`src/rtl/dtu_req_splitter_pkg.sv`:
```
// Shared DTU request types: descriptor layout, splitter state encoding and defaults.
package dtu_req_splitter_pkg;

    localparam int VADDR_BITS        = 48;
    localparam int LEN_BITS          = 28;
    localparam int DTU_XFER_BITS_DEF = 12;

    typedef struct packed {
        logic [VADDR_BITS-1:0] vaddr;
        logic [LEN_BITS-1:0]   len;
        logic                  last;
        logic [5:0]            pid;
        logic [3:0]            dest;
        logic [1:0]            strm;
        logic                  actv;
        logic                  host;
    } req_t;

    typedef enum logic [0:0] {
        ST_IDLE,
        ST_SPLIT
    } dtu_split_state_t;

endpackage

```
`src/rtl/dtu_req_splitter_chunk_calc.sv`:
```
// Combinational chunk sizing: bytes left before the next 2^XFER_BITS boundary,
// clipped to the remaining length.
module dtu_chunk_calc
    import dtu_req_splitter_pkg::*;
#(
    parameter int XFER_BITS = DTU_XFER_BITS_DEF
) (
    input  logic [XFER_BITS-1:0] i_vaddr_off,
    input  logic [LEN_BITS-1:0]  i_len,
    output logic [LEN_BITS-1:0]  o_chunk_len,
    output logic                 o_is_final
);

    localparam logic [LEN_BITS-1:0] XFER_SIZE = LEN_BITS'(1) << XFER_BITS;

    logic [LEN_BITS-1:0] w_room;

    always_comb begin
        w_room      = XFER_SIZE - {{(LEN_BITS-XFER_BITS){1'b0}}, i_vaddr_off};
        o_chunk_len = (i_len < w_room) ? i_len : w_room;
        o_is_final  = (o_chunk_len == i_len);
    end

endmodule

```
`src/rtl/dtu_req_splitter.sv`:
```
// Splits request descriptors into chunks that never exceed nor cross a
// 2^XFER_BITS-byte aligned window; one registered chunk per cycle.
module dtu_req_splitter
    import dtu_req_splitter_pkg::*;
#(
    parameter int XFER_BITS = DTU_XFER_BITS_DEF
) (
    input  logic aclk,
    input  logic areset,
    input  logic s_req_valid,
    output logic s_req_ready,
    input  req_t s_req_data,
    output logic m_req_valid,
    input  logic m_req_ready,
    output req_t m_req_data,
    output logic busy
);

    dtu_split_state_t r_state;
    logic             r_m_valid;
    req_t             r_m_data;
    // Remaining address/length of the descriptor being split, plus its
    // pass-through fields and original last flag.
    req_t             r_cur;

    logic                  w_free;
    logic                  w_accept;
    logic [VADDR_BITS-1:0] w_vaddr;
    logic [LEN_BITS-1:0]   w_len;
    logic [LEN_BITS-1:0]   w_chunk;
    logic                  w_is_final;
    logic [VADDR_BITS-1:0] w_next_vaddr;

    always_comb begin
        w_free       = !r_m_valid || m_req_ready;
        s_req_ready  = !areset && (r_state == ST_IDLE) && w_free;
        w_accept     = s_req_valid && s_req_ready;
        w_vaddr      = (r_state == ST_IDLE) ? s_req_data.vaddr : r_cur.vaddr;
        w_len        = (r_state == ST_IDLE) ? s_req_data.len   : r_cur.len;
        w_next_vaddr = w_vaddr + {{(VADDR_BITS-LEN_BITS){1'b0}}, w_chunk};
    end

    dtu_chunk_calc #(
        .XFER_BITS(XFER_BITS)
    ) u_chunk_calc (
        .i_vaddr_off(w_vaddr[XFER_BITS-1:0]),
        .i_len      (w_len),
        .o_chunk_len(w_chunk),
        .o_is_final (w_is_final)
    );

    always_ff @(posedge aclk) begin
        if (areset) begin
            r_state   <= ST_IDLE;
            r_m_valid <= 1'b0;
            r_m_data  <= '0;
            r_cur     <= '0;
        end else begin
            case (r_state)
                ST_IDLE: begin
                    if (w_accept) begin
                        r_m_valid     <= 1'b1;
                        r_m_data      <= s_req_data;
                        r_m_data.len  <= w_chunk;
                        r_m_data.last <= w_is_final && s_req_data.last;
                        if (!w_is_final) begin
                            r_cur       <= s_req_data;
                            r_cur.vaddr <= w_next_vaddr;
                            r_cur.len   <= s_req_data.len - w_chunk;
                            r_state     <= ST_SPLIT;
                        end
                    end else if (m_req_ready) begin
                        r_m_valid <= 1'b0;
                    end
                end
                ST_SPLIT: begin
                    if (w_free) begin
                        r_m_valid     <= 1'b1;
                        r_m_data      <= r_cur;
                        r_m_data.len  <= w_chunk;
                        r_m_data.last <= w_is_final && r_cur.last;
                        r_cur.vaddr   <= w_next_vaddr;
                        r_cur.len     <= r_cur.len - w_chunk;
                        if (w_is_final) begin
                            r_state <= ST_IDLE;
                        end
                    end
                end
                default: r_state <= ST_IDLE;
            endcase
        end
    end

    assign m_req_valid = r_m_valid;
    assign m_req_data  = r_m_data;
    assign busy        = (r_state == ST_SPLIT) || r_m_valid;

endmodule

```
`config.mk`:
```
export PLATFORM = sky130hd
export DESIGN_NAME = dtu_req_splitter
export DESIGN_NICKNAME = d
export VERILOG_FILES = /design/src/rtl/dtu_req_splitter_pkg.sv /design/src/rtl/dtu_req_splitter_chunk_calc.sv /design/src/rtl/dtu_req_splitter.sv
export SDC_FILE = /design/constraint.sdc
export NUM_CORES = 1
export LEC_CHECK = 0
export BUFFER_PORTS_ARGS = -buffer_cell sky130_fd_sc_hd__buf_2
export CAP_MARGIN = 40
export CELL_PAD_IN_SITES_DETAIL_PLACEMENT = 1
export CELL_PAD_IN_SITES_GLOBAL_PLACEMENT = 2
export CORE_ASPECT_RATIO = 0.5
export CORE_UTILIZATION = 37
export CTS_BUF_LIST = sky130_fd_sc_hd__clkbuf_16
export DETAILED_ROUTE_END_ITERATION = 6
export MAX_ROUTING_LAYER = met4
export PLACE_DENSITY = 0.93
export SLEW_MARGIN = 20
export SYNTH_ARGS = -nofsm -noshare
export SYNTH_HDL_FRONTEND = slang
export SYNTH_SLANG_ARGS = --single-unit
```
`constraint.sdc`:
```
create_clock -name aclk -period 17.6 [get_ports aclk]
set_clock_uncertainty 0.05 [all_clocks]
set_input_delay 1.76 -clock aclk [delete_from_list [all_inputs] [get_ports aclk]]
set_output_delay 1.76 -clock aclk [all_outputs]
set_load 0.05 [all_outputs]
```
Yosys cells after proc, flatten, opt, wreduce, memory -nomap -nowiden
Index checks and enable logic that the tools add are counted.
Storage, ports and cells
  flip-flop bits (word level): 184
  bits of input ports: 95
  output and inout bits: 94
  word-level logic and storage cells: 61
Cells by class
  add/subtract/negate cells: 4
  order comparisons: 1
  equality and inequality tests: 5
  muxes and demuxes: 18
  bitwise gates (word level): 2
  reduce and logical (&&, ||, !) cells: 13
Operators with widths (number)
  91-bit 2-to-1 mux: 4
  91-bit case mux with 2 select lines: 1
  76-bit case mux with 2 select lines: 1
  76-bit 2-to-1 mux: 1
  28-bit 2-to-1 mux: 2
  28-bit subtractor: 2
  48-bit by 28-bit adder with 48-bit output: 1
  48-bit 2-to-1 mux: 1
  28-bit == test: 1
  28-bit less-than comparator: 1
  13-bit by 12-bit subtractor with 14-bit output (first input constant): 1
  1-bit 2-to-1 mux: 6
  3-bit AND reduction: 2
  1-bit logical AND: 5
  2-bit inequality test (second input constant): 2
  1-bit case mux with 2 select lines: 2
  2-bit AND reduction: 2
  3-bit inequality test (second input constant): 1
  1-bit logical NOT: 2
  1-bit logical OR: 2
  2-bit by 1-bit inequality test with 1-bit output (second input constant): 1
  1-bit NOT: 2

Longest topological paths before layout
Gate-level depths: netlist of the first run.
  depth after elaboration: 8
  depth in mapped cells: 35
  depth with buffers taken out: 26

Hierarchy
Synthesis of the first run repeated with hierarchy kept, for this count alone.
Unflattened totals
  cell total of the unflattened synthesis: 1701
  area, all modules: 13541.7 sq um
Modules (own cells, without submodules)
  dtu_req_splitter: instances 1, cells an instance 1553, area an instance 12390.6 sq um, sequential area each 3683.5 sq um
  dtu_chunk_calc: instances 1, cells an instance 148, area an instance 1151.1 sq um, sequential area each 0.0 sq um

Worst setup path after synthesis of the first run
No wires, ideal clock.
  path type: register to register
  from: reg r_state
  to: reg r_cur[88] in the netlist's numbering
  arrival time: 8.171 ns
  required time: 17.434 ns
  setup slack: 9.263 ns
  stages on the path, launching flop included: 33
  cell sequence: dfxtp_1 > buf_6 > buf_4 > buf_2 > buf_2 > buf_1 > buf_1 > buf_2 > buf_1 > mux2i_1 > ha_1 > o221ai_1 > nor4_2 > inv_1 > ha_1 > and3_1 > o2111ai_1 > o211ai_2 > clkbuf_1 > mux2i_1 > inv_1 > ha_1 > o21a_1 > o21ai_0 > nand2b_1 > a21oi_1 > or4b_1 > or3b_2 > a221o_1 > nor4_4 > nand3_1 > a211o_1 > o211a_1
Between the ends
  cells in the longest elaborated chain, start to end: 8
  elaborated cells between the ends (all ways): 19
Ends and longest elaborated chain
  from (decl): RTL line dtu_req_splitter.sv:19  | dtu_split_state_t r_state;
  from (signal assigned): RTL line dtu_req_splitter.sv:54  | r_state <= ST_IDLE;
  from (signal assigned): RTL line dtu_req_splitter.sv:70  | r_state <= ST_SPLIT;
  from (signal assigned): RTL line dtu_req_splitter.sv:85  | r_state <= ST_IDLE;
  48-bit 2-to-1 mux: RTL line dtu_req_splitter.sv:38  | w_vaddr = (r_state == ST_IDLE) ? s_req_data.vaddr : r_cur.vaddr;
  13-bit by 12-bit subtractor with 14-bit output: RTL line dtu_req_splitter_chunk_calc.sv:19  | w_room = XFER_SIZE - {{(LEN_BITS-XFER_BITS){1'b0}}, i_vaddr_off};
  28-bit less-than comparator: RTL line dtu_req_splitter_chunk_calc.sv:20  | o_chunk_len = (i_len < w_room) ? i_len : w_room;
  28-bit 2-to-1 mux *: RTL line dtu_req_splitter_chunk_calc.sv:20
  net u_chunk_calc.o_chunk_len[10]: RTL line dtu_req_splitter_chunk_calc.sv:10  | output logic [LEN_BITS-1:0] o_chunk_len,
  48-bit by 28-bit adder with 48-bit output: RTL line dtu_req_splitter.sv:40  | w_next_vaddr = w_vaddr + {{(VADDR_BITS-LEN_BITS){1'b0}}, w_chunk};
  91-bit 2-to-1 mux: RTL line dtu_req_splitter.sv:66  | if (!w_is_final) begin
  91-bit 2-to-1 mux: RTL line dtu_req_splitter.sv:61  | if (w_accept) begin
  76-bit case mux with 2 select lines: RTL line dtu_req_splitter.sv:59  | case (r_state)
  to (signal assigned): RTL line dtu_req_splitter.sv:67  | r_cur <= s_req_data;
  to (decl): RTL line dtu_req_splitter.sv:24  | req_t r_cur;
The timed path passes the listed nets; every way through them passes the cells marked *. The select of a mux whose other input is x is not followed.
A chain may end at the register's enable or synchronous reset.

Worst setup path in the final report of the first run
  from: in s_req_data[43] in the netlist's numbering
  to: reg r_cur[88] in the netlist's numbering
Between the ends
  cells in the longest elaborated chain, start to end: 8
  elaborated cells between the ends (all ways): 12
Ends and longest elaborated chain
  from (decl): RTL line dtu_req_splitter.sv:12  | input req_t s_req_data,
  48-bit 2-to-1 mux *: RTL line dtu_req_splitter.sv:38
  13-bit by 12-bit subtractor with 14-bit output *: RTL line dtu_req_splitter_chunk_calc.sv:19
  28-bit less-than comparator: RTL line dtu_req_splitter_chunk_calc.sv:20
  28-bit 2-to-1 mux *: RTL line dtu_req_splitter_chunk_calc.sv:20
  net u_chunk_calc.o_chunk_len[9]: RTL line dtu_req_splitter_chunk_calc.sv:10
  48-bit by 28-bit adder with 48-bit output: RTL line dtu_req_splitter.sv:40
  91-bit 2-to-1 mux: RTL line dtu_req_splitter.sv:66
  91-bit 2-to-1 mux: RTL line dtu_req_splitter.sv:61
  76-bit case mux with 2 select lines: RTL line dtu_req_splitter.sv:59
Marks and branches as above.

==> flow_summary.ini, run 1 <==
[route]
drtPass1Iterations = 5
drc = 0
wl_um = 44200
drt_iter0_drc = 745
post_drt_wl_per_cell_um = 18.9
drtAntennaViolNets = 0
vias = 13100
vias_per_cell = 5.61

[setup_path]
critical_path_required_ns = 17.90
arrival_ns = 9.57
cp_max_fo = 27
start_kind = input pin
endpoint_kind = flip-flop
critPathKind = in -> reg

[grt]
grt_max_degree = 123
antenna_found_initial = 0
gr-total-overflow = 0
grt.total_usage = 0.248
use_met3 = 0.0365
use_met1 = 0.327
grt_pass1_wl_um = 70400
grt-busiest-layer = met2
grt_pass1_vias = 13000
grt_use_met2 = 0.398

[sta]
slew_violations = 0
hold_viol_final = 0
fin_crit_sh = 0.527
setup_viol = 0
min_period_ns = 9.27
tightestPinTransition_ns = 0.894
fmax_mhz = 108
fin_setup_tns_ns = 0
grt_setup_unrepaired = no
slew_headroom = 0.404

[logic_synthesis]
netlist_instances = 1667
yosysSeqAreaShare = 0.278
synth_cell_types = 88
synthArstFlopShare = 0
synth_area_mm2 = 0.0132
synth_edf_count = 0
synth_seq_cells = 184
synthFlopType = dfxtp_1
synth.avg_cell_area_um2 = 7.94
ys_warn_count = 0

[final_layout]
area_growth_pct = 15.7
fill_cells = 4324
fin_util = 0.440
final_common_cell = nor2_1
final_cell_mix = 207 x nor2_1, 188 x buf_2, 183 x dfxtp_1
fin_area_mm2 = 0.0153
drive_gt1_frac = 0.159
layout.nets = 2039
antenna_cells = 0

[die]
core_mm2 = 0.0348
dieArea_mm2 = 0.0366
chipWidth_um = 269
die_y_um = 136
ioPinCount = 189
num_rows = 48
initial_core_util = 0.380

[placed_design]
dpl.hpwl_um = 32500
dpl-instance-area_mm2 = 0.0147
gp_congestion = 0.941
io_buffers = 188

[clock_network]
clock_latency_ns = 0.47
path_clk_slew_ns = 0.08
cts_tree = built
root_buffer = clkbuf_16
cts_sinks = 184
cts_buffers = 17
ctsResizeCount = 0
cts.path.max_buffers = 2
h-tree-depth = 4
post-cts-setup-buffer-count = 0
holdBufCountCts = 0

[job]
cap_violations = 0

[outcome]
outcome = completed

[power]
clockPowerShare = 0.257
vdd_drop_max_mv = 0.0481
p_int_uw = 914
p_seq_frac = 0.315
p_switching_uw = 670
p_comb_frac = 0.428
switching_share = 0.423
p_leak_uw = 0.00679
p_per_area_mw_per_mm2 = 103

[min_path]
holdCritPathClass = reg -> reg
synthesized netlist by cell type, drive strengths merged (4+ instances only):
library cell	n	share of area
a22oi	4	0.0023
nor2	208	0.060
and3	28	0.013
a21oi	147	0.056
nor3	48	0.018
nor4	12	0.0073
a211oi	61	0.035
mux2i	59	0.045
ha	95	0.090
nor3b	5	0.0028
nand2	130	0.037
xor2	23	0.015
a21o	40	0.023
o2111ai	5	0.0033
a221oi	13	0.0086
o21a	16	0.0091
a32oi	11	0.0073
xnor3	4	0.0068
nor2b	23	0.011
a211o	6	0.0041
dfxtp	184	0.28
clkbuf	52	0.015
inv	64	0.018
o21ai	83	0.032
nand4	10	0.0047
nand2b	12	0.0057
o211ai	13	0.0078
and2	9	0.0044
a2111oi	7	0.0051
a31oi	22	0.010
or2	9	0.0043
nand3	38	0.014
o41ai	4	0.0026
o31ai	12	0.0082
o21bai	11	0.0062
xnor2	62	0.041
a32o	5	0.0038
a311oi	5	0.0033
mux2	27	0.023
buf	36	0.015
or3	14	0.0066
worst paths after layout:
check | start | slack [ns] | end | cells past startpoint
max | s_req_data[43] | 8.33 | r_cur[88]$_SDFFE_PP0P_ | 24
min | r_cur[63]$_SDFFE_PP0P_ | 0.40 | r_cur[63]$_SDFFE_PP0P_ | 2
max reg2reg | r_state$_SDFF_PP0_ | 8.95 | r_cur[88]$_SDFFE_PP0P_ | 23
min reg2reg | r_cur[63]$_SDFFE_PP0P_ | 0.40 | r_cur[63]$_SDFFE_PP0P_ | 2
final cells by class:
cell class | instances | area, um^2 | share of cell area
multi-input cells | 1370 | 9090 | 0.594
repair buffers | 207 | 1110 | 0.0723
clock inverters | 15 | 160 | 0.0105
flip-flops and latches | 184 | 3690 | 0.241
well taps | 475 | 594 | 0.0388
clock buffers | 17 | 425 | 0.0278
inverters | 66 | 248 | 0.0162
critical path, cell delays in order:
cell and delay, ns:
buf_2 0.13, mux2i_1 0.42, ha_1 0.31, o221ai_1 0.36, nor4_2 0.62, inv_1 0.23
ha_1 0.30, a2111oi_2 0.59, o211ai_2 0.20, buf_4 0.29, o21ai_0 0.68, inv_1 0.11
ha_1 0.42, o21a_1 0.15, o21ai_0 0.07, nand2b_1 0.08, a21oi_1 0.10, or4b_1 0.54
or3b_2 0.52, a221o_1 0.47, nor4_4 0.54, nand3_1 0.23, a211o_1 0.32, o211a_1 0.11
per-stage QoR:
step / setup slack, ns / hold slack [ns] / power [uW] / instances
2_1_floorplan: 9.26 / 0.378 / 1000 / 1708
3_3_place_gp: 8.12 / 0.387 / 1160 / 2296
3_5_place_dp: 8.10 / 0.395 / 1170 / 2298
4_1_cts: 8.57 / 0.405 / 1590 / 2330
5_1_grt: 8.17 / 0.425 / 1690 / 2334
6_report: 8.33 / 0.401 / 1580 / 2334
power groups by stage:
stage          logic [uW]  clock network [uW]  registers [uW]
6_report              678                 407             498
5_1_grt               748                 435             504
4_1_cts               672                 417             498
3_5_place_dp          667                   0             507
3_3_place_gp          657                   0             506
2_1_floorplan         444                   0             561
registers in the layout (all words and copies together) (netlist names):
name / count
m_req_valid: 1
r_cur: 91
r_state: 1
m_req_data: 91
kinds of logic after synthesis:
kind of cell,synth area share
simple gates,0.201
compound gates,0.247
flops,0.278
buf+inv,0.0488
fa+ha+maj,0.0943
xor+xnor,0.0630
mux,0.0676
other cells,0.000567
layer usage:
layer	vias up	part of all wire	routed length [um]
li1	6386	-	-
met4	0	0.015	678
met5	-	0	0
met3	45	0.042	1870
met2	247	0.46	20100
met1	6417	0.49	21500
(Power assumes the default switching activity.)
==> run 2, diff against run 1 <==
--- a/config.mk
+++ b/config.mk
@@ -10,11 +10,11 @@
 export CELL_PAD_IN_SITES_DETAIL_PLACEMENT = 1
 export CELL_PAD_IN_SITES_GLOBAL_PLACEMENT = 2
 export CORE_ASPECT_RATIO = 0.5
-export CORE_UTILIZATION = 37
+export CORE_UTILIZATION = 34
 export CTS_BUF_LIST = sky130_fd_sc_hd__clkbuf_16
 export DETAILED_ROUTE_END_ITERATION = 6
 export MAX_ROUTING_LAYER = met4
-export PLACE_DENSITY = 0.93
+export PLACE_DENSITY = 0.86
 export SLEW_MARGIN = 20
 export SYNTH_ARGS = -nofsm -noshare
 export SYNTH_HDL_FRONTEND = slang
==> constraint.sdc (replaced) <==
create_clock -name aclk -period 9.5 [get_ports aclk]
set_clock_uncertainty 0.05 [all_clocks]
set_input_delay 0.95 -clock aclk [delete_from_list [all_inputs] [get_ports aclk]]
set_output_delay 0.95 -clock aclk [all_outputs]
set_load 0.05 [all_outputs]
==> run 2 against run 1 <==
Net effect:
- combinational power increased by 86%
- die area up 8.7%
- critical path depth down 1
- wire length decreased by 0.34%
- sequential power rose by 85%
- utilization is 3.2 points lower
- worst hold slack got worse by 0.0014 ns
- count of clock-buffer cells in the layout is the same
- highest routed layer unchanged
- global-route usage fell by 2.0 points
- worst setup slack lost 6.8 ns
- register-to-register slack lost 7.5 ns
- via count fell by 1.4%
==> flow_summary.ini, run 2 (same netlist as run 1, synthesis figures left out) <==
[die]
initial_core_util = 0.350
core_mm2 = 0.0378
num_rows = 50
die_y_um = 142
ioPinCount = 189
dieArea_mm2 = 0.0398
chipWidth_um = 281

[setup_path]
cp_max_fo = 32
start_kind = flip-flop
arrival_ns = 8.31
critical_path_required_ns = 9.80
endpoint_kind = flip-flop
critPathKind = reg -> reg

[route]
drtAntennaViolNets = 0
post_drt_wl_per_cell_um = 18.4
drt_iter0_drc = 635
drc = 0
wl_um = 44000
drtPass1Iterations = 4
vias = 12900
vias_per_cell = 5.41

[clock_network]
cts_sinks = 184
ctsResizeCount = 0
h-tree-depth = 4
post-cts-setup-buffer-count = 0
cts_buffers = 17
holdBufCountCts = 0
cts.path.max_buffers = 2
cts_tree = built
clock_latency_ns = 0.46
root_buffer = clkbuf_16
path_clk_slew_ns = 0.08

[sta]
tightestPinTransition_ns = 0.876
setup_viol = 0
slew_headroom = 0.416
slew_violations = 0
min_period_ns = 8.01
hold_viol_final = 0
fin_setup_tns_ns = 0
fin_crit_sh = 0.843
fmax_mhz = 125
grt_setup_unrepaired = no

[grt]
gr-total-overflow = 0
grt.total_usage = 0.228
grt_pass1_vias = 12900
antenna_found_initial = 0
grt_max_degree = 122
grt_pass1_wl_um = 69600

[final_layout]
antenna_cells = 0
layout.nets = 2046
drive_gt1_frac = 0.162
area_growth_pct = 16.4
fin_area_mm2 = 0.0154
final_cell_mix = 207 x nor2_1, 187 x buf_2, 183 x dfxtp_1
fin_util = 0.407
final_common_cell = nor2_1

[placed_design]
dpl.hpwl_um = 32800
dpl-instance-area_mm2 = 0.0148
gp_congestion = 0.914
io_buffers = 188

[job]
cap_violations = 0

[power]
vdd_drop_max_mv = 0.133
p_leak_uw = 0.00681
p_per_area_mw_per_mm2 = 190

[min_path]
holdCritPathClass = reg -> reg

[outcome]
outcome = completed
[run 2: cell types whose count changed in the layout (fill, tap and decap cells not counted), sizes merged]
| cell | delta |
|---|---|
| buf | +9 |
| clkbuf | -2 |
[run 2: per-stage QoR]
step	power, uW	instances	setup slack [ns]	hold WS [ns]
2_1_floorplan	1860	1708	1.16	0.378
3_3_place_gp	2170	2353	1.18	0.387
3_5_place_dp	2180	2353	1.01	0.393
4_1_cts	2940	2385	1.42	0.404
5_1_grt	3120	2386	1.05	0.419
6_report	2930	2386	1.49	0.399
[run 2: path summary, 6_finish.rpt]
path	depth (start not counted)	end	startpoint	slack [ns]
max	23	r_cur[88]$_SDFFE_PP0P_	r_state$_SDFF_PP0_	1.49
min	2	m_req_data[15]$_SDFFE_PP0P_	m_req_data[15]$_SDFFE_PP0P_	0.40
max reg2reg	23	r_cur[88]$_SDFFE_PP0P_	r_state$_SDFF_PP0_	1.49
min reg2reg	2	m_req_data[15]$_SDFFE_PP0P_	m_req_data[15]$_SDFFE_PP0P_	0.40
[run 2: area by class of cell]
cell class,count,area (um^2)
well taps,520,651
multi-input cells,1370,9090
flip-flops and latches,184,3690
inverters,66,248
clock inverters,15,160
clock buffers,17,425
repair buffers,214,1150
fillers,4710,22400
[run 2: routing by layer]
metal	vias up	track usage	routed length, um
met5	-	-	0
met4	0	0.0469	569
met3	39	0.0331	1160
met2	181	0.367	20400
met1	6293	0.304	21900
li1	6405	-	-
[run 2: power by group]
part           switching (uW)  internal (uW)  leakage [uW]
Combinational             786            471       0.00502
Sequential               67.7            855       0.00151
Clock                     372            374      0.000275
Total                    1230           1700       0.00681
[run 2: worst max-delay path: stages (launching register included)]
cell       delay [ns]
dfxtp_4          0.65
mux2i_1          0.53
ha_1             0.31
o221ai_1         0.35
nor4_2           0.56
inv_1            0.17
ha_1             0.26
a2111oi_2        0.44
o211ai_2         0.35
buf_4            0.31
o21ai_0          0.62
inv_1            0.11
ha_1             0.38
a21o_1           0.16
a21o_1           0.14
nor3_1           0.05
o21ai_0          0.08
a21oi_1          0.17
or3b_2           0.55
a221o_1          0.46
nor4_4           0.53
nand3_1          0.22
a211o_1          0.30
o211a_1          0.10
==> run 3, diff against run 2 <==
==> constraint.sdc (replaced) <==
create_clock -name aclk -period 7.8 [get_ports aclk]
set_clock_uncertainty 0.05 [all_clocks]
set_input_delay 0.78 -clock aclk [delete_from_list [all_inputs] [get_ports aclk]]
set_output_delay 0.78 -clock aclk [all_outputs]
set_load 0.05 [all_outputs]
==> run 3 against run 2 <==
Net effect:
- count of clock-buffer cells in the layout stayed put
- global-route usage is 0.54 points higher
- non-clock buffer count is 18 higher
- first-iteration DRC count is 11% higher
- maximum frequency up 8.9%
- sequential share of layout area is 0.26 points lower
- die area unchanged
- worst hold slack better by 0.0024 ns
- flip-flop and latch count unchanged
- wire length grew 1.7%
- total power grew 24%
- via count increased by 1.1%
- critical path type unchanged
==> flow_summary.ini, run 3 (same netlist as run 1, synthesis figures left out) <==
[outcome]
outcome = completed

[setup_path]
critPathKind = reg -> reg
start_kind = flip-flop
slowest_stage = o311ai_0
worst_r2r_path_depth = 26
cp_max_fo = 33
r2r_slack_ns = 0.45
critical_path_required_ns = 8.06
endpoint_kind = flip-flop
arrival_ns = 7.62
max_stage_delay_ns = 0.69
r2r_end = r_cur[35]$_SDFFE_PP0P_
critPathLaunch = r_state$_SDFF_PP0_
rr_startpoint = r_state$_SDFF_PP0_

[final_layout]
area_growth_pct = 17.7
layout.nets = 2064
final_common_cell = nor2_1
final_cell_mix = 207 x nor2_1, 187 x buf_2, 183 x dfxtp_1
drive_gt1_frac = 0.171

[clock_network]
post-cts-setup-buffer-count = 0
holdBufCountCts = 0
clock_latency_ns = 0.46
ctsResizeCount = 0
cts_buffers = 17
root_buffer = clkbuf_16
cts_tree = built
h-tree-depth = 4
path_clk_slew_ns = 0.08
cts.path.max_buffers = 2
cts_sinks = 184

[sta]
worst_slack_ns = 0.447
tightestPinTransition_ns = 0.833
slew_headroom = 0.443
fin_crit_sh = 0.943
grt_setup_unrepaired = no
min_period_ns = 7.35
setup_viol = 0
hold_viol_final = 0
fin_setup_tns_ns = 0
slew_violations = 0
fmax_mhz = 136

[power]
clockPowerShare = 0.257
p_switching_uw = 1530
p_comb_frac = 0.433
switching_share = 0.421
p_seq_frac = 0.310
p_leak_uw = 0.00692
p_per_area_mw_per_mm2 = 233
p_int_uw = 2100
vdd_drop_max_mv = 0.148

[route]
wl_um = 44800
vias = 13100
drc = 0
drt_iter0_drc = 705
drtPass1Iterations = 5
drtAntennaViolNets = 0
post_drt_wl_per_cell_um = 18.6
vias_per_cell = 5.43

[die]
num_rows = 50
dieArea_mm2 = 0.0398
chipWidth_um = 281
initial_core_util = 0.350
ioPinCount = 189
die_y_um = 142
core_mm2 = 0.0378

[min_path]
whs_endpoint = r_cur[61]$_SDFFE_PP0P_
whs_path_depth = 2
hold_start = r_cur[61]$_SDFFE_PP0P_
holdCritPathClass = reg -> reg

[grt]
gr-total-overflow = 0
grt_max_degree = 79
grt.total_usage = 0.234
grt_pass1_vias = 13100
antenna_found_initial = 1
grt_pass1_wl_um = 71400

[placed_design]
dpl.hpwl_um = 33500
io_buffers = 188
gp_congestion = 0.931
dp_slack_ns = 0.284

[job]
cap_violations = 0
==> run 3: changes by cell type in the layout (fill, tap and decap cells not counted), moves of 2 or more <==
cell | before | now
buf_4 | 24 | 43
clkinvlp_4 | 4 | 0
clkinv_4 | 0 | 3
clkinv_8 | 1 | 3
==> run 3: per-layer routing <==
| layer | vias to the layer above | GRT usage | wire length (um) |
|---|---|---|---|
| li1 | 6456 | - | - |
| met3 | 40 | 0.0338 | 1650 |
| met2 | 223 | 0.370 | 20500 |
| met1 | 6337 | 0.312 | 21900 |
| met5 | - | - | 0 |
| met4 | 0 | 0.0567 | 681 |
==> run 3: stage by stage <==
step / area, um^2 / total power [uW] / hold WS [ns] / instances / util
floorplan: 13400 / 2270 / 0.378 / 1708 / -
global placement: 15000 / 2660 / 0.386 / 2371 / 0.395
detailed placement: 15000 / 2690 / 0.394 / 2372 / 0.396
CTS: 15600 / 3630 / 0.405 / 2404 / 0.412
global route: 15600 / 3860 / 0.420 / 2405 / 0.412
finish: 15600 / 3620 / 0.402 / 2405 / 0.412
==> run 3: worst max path at each step <==
stage,endpoint,slack [ns],depth (start not counted)
after floorplan,r_cur[88]$_SDFFE_PP0P_,0.1,32
after global placement,r_cur[35]$_SDFFE_PP0P_,0.22,26
after detailed placement,r_cur[33]$_SDFFE_PP0P_,0.28,26
after CTS,r_cur[37]$_SDFFE_PP0P_,0.55,25
after global routing,r_cur[33]$_SDFFE_PP0P_,0.04,25
final,r_cur[35]$_SDFFE_PP0P_,0.45,26
==> run 3: power groups by stage <==
stage | Clock (uW) | Combinational, uW | Sequential [uW]
6_report | 931 | 1570 | 1120
4_1_cts | 954 | 1560 | 1120
3_3_place_gp | 0 | 1520 | 1140
3_5_place_dp | 0 | 1550 | 1140
2_1_floorplan | 0 | 1000 | 1270
5_1_grt | 994 | 1730 | 1140
==> run 3: worst max-delay path: cells and delay by family, from the launching register on <==
kind	cells	cell delay, ns
AOI/OAI and AO/OA	11	2.45
xor gates and xnor gates	1	0.28
adders and majority gates	4	1.12
buffers and inverters	3	0.67
DFF	1	0.62
muxes	1	0.43
and+or+nand+nor	6	1.59
==> run 3: layout make-up <==
class,instances,area [um^2]
multi-input cells,1370,9100
clock inverters,15,181
diodes,1,2.50
repair buffers,232,1280
fillers,4668,22300
clock buffers,17,425
flip-flops and latches,184,3690
inverters,66,248
well taps,520,651
